<file path="config.mk">
export PLATFORM = sky130hd
export DESIGN_NAME = fc_act_mem
export DESIGN_NICKNAME = d
export VERILOG_FILES = /design/src/rtl/fc_act_mem.sv
export SDC_FILE = /design/constraint.sdc
export NUM_CORES = 2
export LEC_CHECK = 0
export BUFFER_PORTS_ARGS = -buffer_cell sky130_fd_sc_hd__buf_2
export CAP_MARGIN = 20
export CORE_MARGIN = 2
export CORE_UTILIZATION = 50
export DETAILED_ROUTE_END_ITERATION = 8
export PLACE_DENSITY = 0.65
export SLEW_MARGIN = 20
export SYNTH_ARGS = -nofsm -noshare
export SYNTH_HDL_FRONTEND = slang
export SYNTH_SLANG_ARGS = --single-unit
</file>
<file path="constraint.sdc">
create_clock -name clk -period 6.51 [get_ports clk]
set_input_delay 1.302 -clock clk [delete_from_list [all_inputs] [get_ports clk]]
set_output_delay 1.302 -clock clk [all_outputs]
set_load 0.1 [all_outputs]
</file>
<file path="src/rtl/fc_act_mem.sv">
// fc_act_mem: ping-pong activation memory for the FC stack.
// The host streams layer-0 inputs into the read bank, the FC stack reads one
// bank while writing the other, and the final bank drains over a stream.
// Optional build macro FC_ACT_RELU_EN: clamp negative FC writes to zero on capture.
module fc_act_mem #(
    parameter int DATA_W   = 16,
    parameter int DEPTH    = 64,
    parameter int FRT_CELL = 32,
    parameter int BCK_CELL = 10
) (
    input  logic                     clk,
    input  logic                     reset,
    input  logic                     load_valid,
    output logic                     load_ready,
    input  logic signed [DATA_W-1:0] load_data,
    output logic                     fc_enable,
    input  logic                     fc_we,
    input  logic [15:0]              fc_addr,
    input  logic signed [DATA_W-1:0] fc_data,
    output logic signed [DATA_W-1:0] fc_rdata,
    input  logic                     layer_end,
    input  logic                     all_end,
    output logic                     out_valid,
    input  logic                     out_ready,
    output logic signed [DATA_W-1:0] out_data,
    output logic                     busy
);

    localparam int            AW         = (DEPTH > 1) ? $clog2(DEPTH) : 1;
    localparam logic [15:0]   DEPTH_A    = 16'(DEPTH);
    localparam logic [AW-1:0] LOAD_LAST  = AW'(FRT_CELL - 1);
    localparam logic [AW-1:0] DRAIN_LAST = AW'(BCK_CELL - 1);
    localparam logic [AW-1:0] CNT_ONE    = AW'(1);

    typedef enum logic [1:0] {IDLE, LOAD, RUN, DRAIN} state_t;

    state_t                   state_q, state_d;
    logic                     rd_bank, wr_bank, drain_bank;
    logic [AW-1:0]            load_cnt, drain_cnt;
    logic                     layer_q, all_q;
    logic                     layer_rise, all_rise;
    logic                     load_fire, drain_fire;
    logic                     addr_ok;
    logic [AW-1:0]            fc_idx;
    logic signed [DATA_W-1:0] mem [2][DEPTH];

    // Capture transform applied to FC write data only; host loads bypass it.
    function automatic logic signed [DATA_W-1:0] relu_capture(input logic signed [DATA_W-1:0] d);
`ifdef FC_ACT_RELU_EN
        return d[DATA_W-1] ? '0 : d;
`else
        return d;
`endif
    endfunction

    assign layer_rise = layer_end & ~layer_q;
    assign all_rise   = all_end & ~all_q;
    assign load_fire  = load_valid & load_ready;
    assign drain_fire = out_valid & out_ready;
    assign addr_ok    = (fc_addr < DEPTH_A);
    assign fc_idx     = fc_addr[AW-1:0];
    assign busy       = (state_q != IDLE);
    // Drain bank is static during DRAIN, so the combinational read holds under stall.
    assign out_data   = out_valid ? mem[drain_bank][drain_cnt] : '0;

    // State register.
    always_ff @(posedge clk or posedge reset) begin
        if (reset) state_q <= IDLE;
        else       state_q <= state_d;
    end

    // Next-state and per-state stream/enable outputs.
    always_comb begin
        state_d    = state_q;
        load_ready = 1'b0;
        fc_enable  = 1'b0;
        out_valid  = 1'b0;
        case (state_q)
            IDLE: state_d = LOAD;
            LOAD: begin
                load_ready = 1'b1;
                if (load_valid && load_cnt == LOAD_LAST) state_d = RUN;
            end
            RUN: begin
                fc_enable = 1'b1;
                if (all_rise) state_d = DRAIN;
            end
            DRAIN: begin
                out_valid = 1'b1;
                if (out_ready && drain_cnt == DRAIN_LAST) state_d = IDLE;
            end
            default: state_d = IDLE;
        endcase
    end

    // Bank selects, counters and edge-detect history.
    always_ff @(posedge clk or posedge reset) begin
        if (reset) begin
            rd_bank    <= 1'b0;
            wr_bank    <= 1'b1;
            drain_bank <= 1'b0;
            load_cnt   <= '0;
            drain_cnt  <= '0;
            layer_q    <= 1'b0;
            all_q      <= 1'b0;
        end else begin
            layer_q <= layer_end;
            all_q   <= all_end;
            case (state_q)
                IDLE: begin
                    rd_bank   <= 1'b0;
                    wr_bank   <= 1'b1;
                    load_cnt  <= '0;
                    drain_cnt <= '0;
                end
                LOAD: if (load_fire) load_cnt <= load_cnt + CNT_ONE;
                RUN: begin
                    if (layer_rise) begin
                        rd_bank <= wr_bank;
                        wr_bank <= rd_bank;
                    end
                    // On a coincident swap the post-swap write bank is the old read bank.
                    if (all_rise) drain_bank <= layer_rise ? rd_bank : wr_bank;
                end
                DRAIN: begin
                    if (drain_fire) begin
                        if (drain_cnt == DRAIN_LAST) begin
                            drain_cnt <= '0;
                            load_cnt  <= '0;
                            rd_bank   <= 1'b0;
                            wr_bank   <= 1'b1;
                        end else begin
                            drain_cnt <= drain_cnt + CNT_ONE;
                        end
                    end
                end
                default: ;
            endcase
        end
    end

    // Bank writes: host loads into the read bank, FC results into the write bank.
    always_ff @(posedge clk) begin
        if (load_fire)
            mem[rd_bank][load_cnt] <= load_data;
        else if (state_q == RUN && fc_we && addr_ok)
            mem[wr_bank][fc_idx] <= relu_capture(fc_data);
    end

    // One-cycle read port from the read bank, live in every state.
    always_ff @(posedge clk or posedge reset) begin
        if (reset)        fc_rdata <= '0;
        else if (addr_ok) fc_rdata <= mem[rd_bank][fc_idx];
        else              fc_rdata <= '0;
    end

endmodule

</file>
# Yosys cells after proc, flatten, opt, wreduce, memory -nomap -nowiden
# Memory sizes are Yosys's and may differ from the RTL's.
# Index checks and enable logic that the tools add are counted.
# word_totals
register_bits	35
latch_bits	0
ram_bits	2048
mem_bits_ro	0
input_bits	55
out_inout_bits	36
wordCells	99
mem_count	1
# classes
addsub	2
n_mul	0
div_mod_pow	0
n_lt_le_gt_ge	6
eq_ne	12
n_shift	0
mux	42
n_bitwise	9
n_reduce_logical	18
# memory_table
name	depth	word_bits	rd	rd_ports_with_merged_regs	write_ports	line	rtl
mem	2	1024	2	0	1	45	logic signed [DATA_W-1:0] mem [2][DEPTH];
# op_table
op	n
$mux W1024	4
$reduce_or A1024 Y1	1
$bmux W16 S6	2
$demux W16 S6	2
$mux W16	8
$mux W6	5
$ge A7 B7 Y1 const B	3
$not A6 Y7	3
$pmux W6 S3	1
$lt A16 B7 Y1 const B	1
$lt A7 B1 Y1 const B	2
$ne A2 B2 Y1 const B	7
$mux W1	13
$add A6 B1 Y6 const B	2
$pmux W6 S2	1
$pmux W2 S4	1
$reduce_and A4 Y1	2
$eq A6 B4 Y1 const B	1
$eq A6 B5 Y1 const B	1
$logic_and A1 B1 Y1	6
$mux W2	3
$pmux W1 S3	2
$reduce_and A3 Y1	2
$reduce_bool A3 Y1	2
other kinds (7)	14

# Logic depth before layout (Yosys ltp)
# logic_depth
word_depth	8
depth_mapped	12
mapped_depth_nobuf	8

# Worst setup path after synthesis
# Ideal clock, no wire load.
# synth_timing
path_kind	register to output
startpoint	register state_q[0]
endpoint	output out_data[10]
arrival_time_ps	4144
required_time_ps	5208
path_slack_ps	1064
path_stages_with_launch	5
n_path_buf	1
path_cell_list	dfrtp_1 > ha_1 > nand2_1 > clkbuf_1 > o31ai_1
# synth_between
elab_chain_cells	3
# synth_lines
item	line	rtl
start: declaration	37	state_t state_q, state_d;
start signal: assignment	69	else state_q <= state_d;
$eq A2 B2 Y1	78	case (state_q)
$mux W1	78	
named net out_valid	23	output logic out_valid,
$mux W16	64	assign out_data = out_valid ? mem[drain_bank][drain_cnt] : '0;
end: declaration	25	output logic signed [DATA_W-1:0] out_data,
# The timed path passes the listed nets, and every way through them passes these cells.

# Worst setup path after layout
# layout_timing
startpoint	register drain_cnt[0]
endpoint	output out_data[11]
# layout_between
elab_chain_cells	5
# layout_lines
item	line	rtl
start: declaration	39	logic [AW-1:0] load_cnt, drain_cnt;
start signal: assignment	133	drain_cnt <= drain_cnt + CNT_ONE;
$not A6 Y7 (implied by the code)	64	
$bmux W16 S6	64	
$mux W16 (implied by the code) (2 in a row)	64	
$mux W16	64	
# No other way between the ends. The select of a mux whose other input is x is not followed.

==> reports/metrics.csv <==
metric;value;unit
Longest Clk Path Bufs;3;
Post-CTS Setup Bufs;0;
worst min path class;in2reg;
Die Area;199000;µm²
Initial Util;0.502;
Fillers;14782;
Critical Path End Type;output port;
CTS tree;yes;
CTS resizes;0;
first-pass detailed-route iteration total;6;
first-pass GRT wire length;487000;µm
R2R depth;9;
pin count of the biggest net entering global routing;103;
Final Hold Violating Endpoints;0;
vias in the first global route;59813;
startpoint type of the worst setup path;register;
fin crit share;0.998;
IO Count;91;
Post-Syn Instances;5498;
H-Tree Depth;4;
nets;5832;
Reg clk slew, reported paths;0.07;ns
Worst Setup SP;drain_cnt[0];
WP depth;10;
cell breakdown of the critical path;and2_2, buf_4, buf_4, a21oi_1, a31oi_1, o21ai_0, nor2_1, o31ai_1, buf_4, buf_2;
post-detail-place hpwl;233000;µm
most common cell in the synthesized netlist;edfxtp_1;
FF-to-FF End;fc_rdata[0];
Slew HR;0.153;
power per cell area;365;nW/µm²
slowest stage delay, CP;0.88;ns
EDFF count, synth;2048;
MaxCap Viol Count;0;
P_leak;34.8;nW
top cells by count, synth;edfxtp_1 (2048), mux4_2 (765), mux2i_1 (720), nand2_1 (230), nor2_1 (202);
register area share after synthesis;0.638;
Worst Setup EP;out_data[11];
Tot GR Track Use;0.358;
Yosys top cell area share;0.629;
initial drt markers;10531;
peak supply drop;0.272;mV
r2r setup slk;1.69;ns
Post-Syn Area;97800;µm²
RSZ-0062 raised after global routing;false;
Row Count;162;
via count;62033;
Via density;7.29;
initial antenna violation count;27;
highest-delay cell along the critical path;dfrtp_4;
reg2reg start;rd_bank;
CP delay by family, top;buffers and inverters;
worst path buffer plus inverter count;4;
minimum clock period;6.50;ns
Syn Nets;5562;
Setup TNS;0;ns
Synth async-reset ratio;0.0168;
global route total overflow;0;
Hold Slack;0.533;ns
core box area;195000;µm²
Die X;446;µm
Slew @ Worst Pin;1.26;ns
Req. time, crit path;5.21;ns
placed instance count;8093;
setup violators final;0;
most frequent CP cell;buf_4;
count of final max-slew check failures;0;
status;complete, no violations;
Yosys reg bits;2083;
CTS Buf Count;215;
share of layout cells above drive strength 1;0.295;
top post-synthesis cells by area;edfxtp_1 (63%), mux4_2 (18%), mux2i_1 (7.4%), a22oi_1 (1.5%), o22ai_1 (1.3%);
Final Skew;0.0573;ns
ys flop type;edfxtp_1;
cell accounting for the most synthesized area;edfxtp_1;
WS Path Type;reg2out;
synthesized area per cell;17.8;µm²
Synth cell types;68;
area grow syn2layout;12.8;%
DRC viols;0;
clk sinks;2083;
maximum clock rate;0.154;GHz
clock root buffer;clkbuf_16;
CP Max Fanout;27;
Critical Path AT;5.20;ns
die height;446;µm
synth warn;0;
final wirelength;357000;µm
worst skew pair latency;0.90;ns
hold-fix buffers at CTS;0;
per-cell routed wire length;42.0;µm
Final ANT Viol Nets;0;
Placer Congestion;1.04;
Port Buffers;90;
Final Non-Filler Cells;8506;
==> through the flow <==
stage	util	area [µm²]	setup slack, ns	power, mW
floorplan	-	97800	1.06	23.8
global placement	0.531	103000	0.993	27.9
detailed placement	0.531	103000	1.02	28.0
CTS	0.567	110000	0.0380	40.1
global route	0.567	110000	0.0468	41.1
finish	0.567	110000	0.0111	40.3
==> flip-flops by register name, summed over array words and instances, names as in the netlist <==
register / cells
load_cnt: 6
wr_bank: 1
layer_q: 1
mem: 2048
fc_rdata: 16
rd_bank: 1
state_q: 2
drain_bank: 1
drain_cnt: 6
all_q: 1
==> power breakdown <==
part           switching (mW)  internal, mW  total [mW]
Combinational            7.77          5.20        13.0
Sequential              0.250          14.8        15.1
Clock                    5.37          6.93        12.3
==> area by class of cell <==
type	instances	area [µm²]	share of cell area
timing repair buffer	480	4100	0.0372
sequential	2083	62400	0.566
clock inverter	116	1130	0.0102
antenna	10	25.0	0.000227
clock buffer	287	5790	0.0525
inverter	11	48.8	0.000442
multi-input combinational	2977	33700	0.305
tap	2542	3180	0.0288
==> routing by layer <==
layer	track usage	up-vias	part of all wire
met2	0.531	4892	0.44
met5	0	-	0.00051
met4	0.218	22	0.075
met1	0.471	32388	0.35
li1	-	23732	-
met3	0.101	999	0.13
==> worst reg2reg max path, stage by stage (launching register included) <==
cell       delay [ns]
dfrtp_4          0.92
buf_12           0.33
buf_12           0.37
buf_4            0.66
mux4_2           0.56
nand2b_1         0.16
nand3_1          0.15
nand3_1          0.37
a2111oi_0        0.94
a21oi_1          0.20
==> worst min-delay path by stage <==
stage,from,end,slack (ns),depth (start not counted)
floorplan,state_q[1],state_q[1],0.50,2
global placement,state_q[1],state_q[1],0.53,2
detailed placement,state_q[1],state_q[1],0.54,2
CTS,layer_end,layer_q,0.50,1
global route,all_end,all_q,0.52,1
finish,layer_end,layer_q,0.53,1
==> placed cells by master, fill, tap and decap left out, drive strengths merged, types with 26 or more instances in the layout <==
master,instances
o2111ai,26
nor3,45
dfrtp,34
mux4,765
a21oi,146
a31oi,47
mux2i,720
nand3,50
o22ai,200
clkinv,86
nand2,230
buf,479
a22oi,193
edfxtp,2048
clkbuf,288
o21ai,75
nor2,206
==> cells by family after synthesis <==
family / share of synthesized area
AO/OA/AOI/OAI: 0.0554
multiplexers: 0.251
XOR/XNOR: 0.000269
buffers and inverters: 0.0240
flip-flops: 0.638
adder cells (fa/ha/maj): 0.00115
AND/OR/NAND/NOR: 0.0299
Power figures use the tool's default switching activity.
